==> config.mk <==
export PLATFORM = sky130hd
export DESIGN_NAME = instr_uncached_fetch
export DESIGN_NICKNAME = d
export VERILOG_FILES = /design/src/rtl/instr_uncached_fetch.sv
export SDC_FILE = /design/constraint.sdc
export NUM_CORES = 1
export LEC_CHECK = 0
export BUFFER_PORTS_ARGS = -buffer_cell sky130_fd_sc_hd__buf_2
export CAP_MARGIN = 20
export CORE_ASPECT_RATIO = 0.8
export CORE_MARGIN = 2
export CORE_UTILIZATION = 50
export DETAILED_ROUTE_END_ITERATION = 10
export GPL_TIMING_DRIVEN = 0
export PLACE_DENSITY = 0.86
export SLEW_MARGIN = 20
export SYNTH_ARGS = -nofsm -noshare
export SYNTH_HDL_FRONTEND = slang
export SYNTH_SLANG_ARGS = --single-unit
==> constraint.sdc <==
create_clock -name clk -period 3.75 [get_ports clk]
set_clock_uncertainty 0.05 [all_clocks]
set_input_delay 0.1875 -clock clk [delete_from_list [all_inputs] [get_ports clk]]
set_output_delay 0.1875 -clock clk [all_outputs]
set_load 0.01 [all_outputs]
==> src/rtl/instr_uncached_fetch.sv <==
// Uncached instruction fetch: one single-beat AXI4 read per aligned request, word returned with a 1-cycle data_ok.
// Latency: data_ok in the R-beat cycle (3 cycles with a zero-wait slave); IF is held via stall; AR/R waits are honoured.
module instr_uncached_fetch #(
    parameter logic [3:0] AXI_ID = 4'd1
) (
    input  logic        clk,
    input  logic        rst,
    input  logic        req,
    input  logic [31:0] addr,
    input  logic        cancel,
    output logic [31:0] instr,
    output logic        data_ok,
    output logic        bus_err,
    output logic        adel,
    output logic        stall,
    output logic [3:0]  arid,
    output logic [31:0] araddr,
    output logic [7:0]  arlen,
    output logic [2:0]  arsize,
    output logic [1:0]  arburst,
    output logic        arlock,
    output logic [3:0]  arcache,
    output logic [2:0]  arprot,
    output logic        arvalid,
    input  logic        arready,
    input  logic [3:0]  rid,
    input  logic [31:0] rdata,
    input  logic [1:0]  rresp,
    input  logic        rlast,
    input  logic        rvalid,
    output logic        rready
);

    localparam logic [1:0] S_IDLE = 2'd0;
    localparam logic [1:0] S_AR   = 2'd1;
    localparam logic [1:0] S_R    = 2'd2;

    logic [1:0]  state_q, state_d;
    logic [31:0] addr_q, addr_d;
    logic [31:0] instr_q, instr_d;
    logic        discard_q, discard_d;
    logic        adel_q, adel_d;

    logic aligned;
    logic beat_acc;
    logic deliver;

    assign aligned  = (addr[1:0] == 2'b00);
    assign beat_acc = (state_q == S_R) && rvalid && (rid == AXI_ID) && rlast;
    assign deliver  = beat_acc && !discard_q && !cancel;

    always_comb begin
        state_d   = state_q;
        addr_d    = addr_q;
        instr_d   = instr_q;
        discard_d = discard_q;
        adel_d    = 1'b0;
        case (state_q)
            S_IDLE: begin
                if (req) begin
                    if (aligned) begin
                        addr_d    = addr;
                        discard_d = 1'b0;
                        state_d   = S_AR;
                    end else begin
                        adel_d = 1'b1;
                    end
                end
            end
            S_AR: begin
                // The AR handshake must complete even when flushed; only the result is dropped.
                if (cancel) discard_d = 1'b1;
                if (arready) state_d = S_R;
            end
            S_R: begin
                if (beat_acc) begin
                    state_d   = S_IDLE;
                    discard_d = 1'b0;
                    if (deliver) instr_d = rdata;
                end else if (cancel) begin
                    discard_d = 1'b1;
                end
            end
            default: state_d = S_IDLE;
        endcase
    end

    always_ff @(posedge clk or negedge rst) begin
        if (!rst) begin
            state_q   <= S_IDLE;
            addr_q    <= 32'h0;
            instr_q   <= 32'h0;
            discard_q <= 1'b0;
            adel_q    <= 1'b0;
        end else begin
            state_q   <= state_d;
            addr_q    <= addr_d;
            instr_q   <= instr_d;
            discard_q <= discard_d;
            adel_q    <= adel_d;
        end
    end

    assign arid    = AXI_ID;
    assign araddr  = addr_q;
    assign arlen   = 8'd0;
    assign arsize  = 3'd2;
    assign arburst = 2'b01;
    assign arlock  = 1'b0;
    assign arcache = 4'd0;
    assign arprot  = 3'd0;
    assign arvalid = (state_q == S_AR);
    assign rready  = (state_q == S_R);

    assign data_ok = deliver;
    assign bus_err = deliver && (rresp != 2'b00);
    assign adel    = adel_q;
    assign instr   = deliver ? rdata : instr_q;

    // Gated by rst so IF is released the moment reset asserts, even with req held high.
    assign stall = rst && (((state_q == S_IDLE) && req && aligned)
                           || (state_q == S_AR)
                           || ((state_q == S_R) && !deliver));

endmodule

### After elaboration in Yosys (flattened, before gate mapping)

Index checks and enable logic that the tools add are counted.

| word-level totals | value |
|---|---|
| bits of input ports | 77 |
| RAM bits | 0 |
| memories kept | 0 |
| register bits after elaboration | 68 |
| word-level logic and storage cells | 49 |
| output and inout bits | 95 |
| bits in latches | 0 |
| ROM bits | 0 |

| operators by class | value |
|---|---|
| magnitude comparators | 0 |
| div/mod/pow operators | 0 |
| $add $sub $neg | 0 |
| shift-type cells | 0 |
| multipliers | 0 |
| equal/unequal tests | 7 |
| reductions and logical operators | 23 |
| mux-type cells | 14 |
| bitwise operators | 0 |

Operators with widths:

| operator | number |
|---|---|
| 32-bit 2-to-1 mux | 1 |
| 1-bit logical AND | 10 |
| 2-bit 2-to-1 mux | 4 |
| 1-bit 2-to-1 mux | 7 |
| 2-bit one-hot mux with 3 select lines | 1 |
| 3-bit AND reduction | 2 |
| 4-bit by 1-bit == test with 1-bit output, second input constant | 1 |
| 2-bit zero test | 2 |
| 2-bit by 1-bit inequality test with 1-bit output, second input constant | 2 |
| 2-bit inequality test, second input constant | 2 |
| 4-bit AND reduction | 1 |
| 1-bit zero test | 3 |
| 1-bit one-hot mux with 3 select lines | 1 |
| 3-bit nonzero test | 1 |
| 2-bit by 1-bit == test with 1-bit output, second input constant | 1 |
| 2-bit == test, second input constant | 1 |
| 1-bit logical OR | 2 |
| 2-bit AND reduction | 1 |
| 2-bit nonzero test | 1 |

### Longest topological paths before layout

| logic depth | value |
|---|---|
| depth after elaboration | 10 |
| gate-level depth with buffers | 9 |
| mapped depth without buffers | 7 |

### Worst setup path after synthesis

Ideal clock, no wire load.

| path | value |
|---|---|
| kind | reg-to-output |
| start point | register state_q[0] |
| end point | output port instr[0] |
| arrival time | 2.030 ns |
| required time | 3.513 ns |
| cell stages (with the launch flop) | 10 |
| slack | 1.482 ns |
| buffers on the path | 2 |
| path through | dfrtp_1 -> inv_1 -> ha_1 -> and4b_1 -> nand3_1 -> or3_4 -> clkinv_2 -> buf_12 -> buf_12 -> mux2_4 |

| on the way | value |
|---|---|
| cells in the longest elaborated chain, start to end | 7 |

RTL lines:

| element | RTL line | source |
|---|---|---|
| start: declaration | 38 | `logic [1:0] state_q, state_d;` |
| start signal: assignment | 96 | `state_q <= state_d;` |
| 2-bit == test | n/a |  |
| named net rready | 31 | `output logic rready` |
| 1-bit logical AND (3 in series) | 49 | `assign beat_acc = (state_q == S_R) && rvalid && (rid == AXI_ID) && rlast;` |
| 1-bit logical AND (2 in series) | 50 | `assign deliver = beat_acc && !discard_q && !cancel;` |
| 32-bit 2-to-1 mux | n/a |  |
| end: declaration | 11 | `output logic [31:0] instr,` |

The timed path passes the listed nets, and every way through them passes these cells.

### Worst setup path in the final report

| path | value |
|---|---|
| start point | register state_q[0] |
| end point | output port instr[12] |

| on the way | value |
|---|---|
| cells in the longest elaborated chain, start to end | 7 |

RTL lines:

| element | RTL line |
|---|---|
| 2-bit == test | 49 |
| 1-bit logical AND (3 in series) | 49 |
| 1-bit logical AND (2 in series) | 50 |
| 32-bit 2-to-1 mux | n/a |

Every way passes these cells.

==> metrics.yaml <==
synth-compound-area-share: 0.0154
dieWidth_um: 97.4
syn_avg_cell_area_um2: 11.7
start_util: 0.511
rrSetupSlack_ps: 1390
finalSetupViolations: 0
worstHoldPathCells: 3
grt_overflow: 0
ant_nets: 0
ys_seq_area_frac: 0.488
rows: 27
synthArstFlopShare: 1.00
cts_tree: "done"
cp-start-kind: "flip-flop"
synth_cell_type_count: 25
dp.final_hpwl_um: 5750
die_y_um: 78.7
fmax_mhz: 345
hold_viol_final: 0
cts-hold-fix-buffers: 29
hold_end: "araddr[11]"
final_cell_mix: "145 x buf_2, 93 x nand2_1, 68 x dfrtp_1"
syn_inst: 298
n_antenna_cell: 0
ys_warn_count: 0
max_slew_margin: 0.600
core_area_mm2: 0.00682
outcome: "finished, final reports clean"
grt_max_degree: 39
antenna_found_initial: 0
io_pins: 172
drt_iter0_markers: 86
drv_cap: 0
reg2reg_from: "state_q[0]"
dr_total_vias: 2774
grt_pass1_wl_um: 13300
post_dp_cell_area_mm2: 0.00444
synth_adder_area_share: 0.0143
area_growth_pct: 40.0
dieArea_mm2: 0.00767
p_leak_nw: 2.78
gp_congestion: 0.731
cp_common_cell: "buf_12"
cp-end-kind: "output port"
hold_start: "addr[11]"
synthXorXnorAreaFrac: 0
drive_gt1_frac: 0.513
rsz0062_at_grt: "false"
synthMuxAreaShare: 0.256
cts_buffers: 9
port_buffers: 146
critical_path_class: "reg -> out"
grt_pass1_vias: 2904
yosysTopAreaCellShare: 0.488
crit_family: "simple AND/OR/NAND/NOR gates"
cp.buffers_inverters: 5
r2r_end: "instr_q[20]"
yosys_most_used_dff: "dfrtp_1"
powerDensity_mw_per_mm2: 499
path_cells: "inv_1, ha_1, and4b_1, nand3_1, or3_4, clkinv_2, buf_12, buf_12, mux2_4, buf_2"
final_nets: 589
cts-resized-gates: 0
clkTransAtPathRegs_ps: 70
r2r_cells: 9
synthSimpleGateAreaFrac: 0.126
cts_root_buffer: "clkbuf_8"
tightest_slew_ps: 596
cts.sinks: 68
hold_path.class: "in -> reg"
synth_seq_cells: 68
insertion_delay_ps: 330
final_common_cell: "buf_2"
drc: 0
ir_drop_mv: 0.444
drt_wl_total_um: 8090
min_period_over_period: 0.773
worstPathRequired_ps: 3510
critPathArrivalTime_ps: 2660
slowest_stage: "dfrtp_1"
synth_edf_count: 0
netlist_top_cells_area: "dfrtp_1 49%, mux2_4 17%, nand2_1 10%"
synthesis.area_mm2: 0.00349
synth_top_family_by_area: "multiplexers"
worstPathMaxFanout: 10
period_needed_ps: 2900
post_cts_buffers: 0
grt_use_total: 0.218
htree_levels: 3
finalInstanceArea_mm2: 0.00488
wl_per_cell_um: 13.5
slowest_delay_ps: 400
clock_path_buffers: 2
vias_per_cell: 4.64
synth_top_area_cell: "dfrtp_1"
fin_setup_tns_ps: 0
dr.pass1.iters: 4
report.final.slew_viol_count: 0
## registers in the layout, summed over array words and instances (netlist names)
name       count
araddr        32
state_q        2
discard_q      1
adel           1
instr_q       32
## cell type report
cell class,count,area (um2)
Clock buffer,11,141
Multi-Input combinational cell,211,1530
Buffer,39,329
Timing Repair Buffer,176,1040
Fill cell,467,1940
Clock inverter,3,15.0
Sequential cell,68,1700
Tap cell,87,109
Inverter,3,12.5
## per-layer routing
| layer | up-vias | share of wire | track usage |
|---|---|---|---|
| met2 | 120 | 0.50 | 0.382 |
| li1 | 1341 | - | - |
| met4 | 0 | 0.013 | 0.0667 |
| met1 | 1301 | 0.41 | 0.255 |
| met3 | 12 | 0.080 | 0.0757 |
| met5 | - | 0 | 0 |
## logic make-up after synthesis
family	after synthesis
flops	68
simple gates	108
compound gates	8
buf+inv	42
other cells	2
mux	66
fa+ha+maj	4
## tightest hold or removal path, cell delays in order
cell and delay [ps]:
buf_2 80, nand2_1 40, nand2_1 60
## cell usage after synthesis (all sizes together) (2+ instances only)
cell type,count
buf,32
o21ai,2
a21oi,3
and2,2
dfrtp,68
nor3,2
nor2,5
mux2,66
clkbuf,7
conb,2
nand2,93
inv,2
ha,4
## stage by stage
stage	setup WS [ps]	std cells	util	hold slack, ps	total power, W
final	853	598	0.716	31.0	0.00244
after global routing	692	598	0.716	25.5	0.00261
after CTS	797	598	0.716	7.24	0.00245
after detailed placement	1170	555	0.650	104	0.00192
after global placement	1220	554	0.647	325	0.00187
after floorplan	1480	321	-	-158	0.00155
## worst max-delay path by stage
stage	startpoint	to	slack, ps	cells past startpoint
6_report	state_q[0]	instr[12]	850	10
5_1_grt	state_q[0]	instr[12]	690	10
4_1_cts	state_q[0]	instr[12]	800	10
3_5_place_dp	state_q[0]	instr[12]	1170	10
3_3_place_gp	state_q[0]	instr[2]	1220	10
2_1_floorplan	state_q[0]	instr[0]	1480	9
## power breakdown
| group | internal [W] | switching [W] | total (W) |
|---|---|---|---|
| Sequential | 0.000950 | 0.000125 | 0.00107 |
| Combinational | 0.000424 | 0.000445 | 0.000869 |
| Clock | 0.000247 | 0.000248 | 0.000495 |
Power figures use the tool's default switching activity.
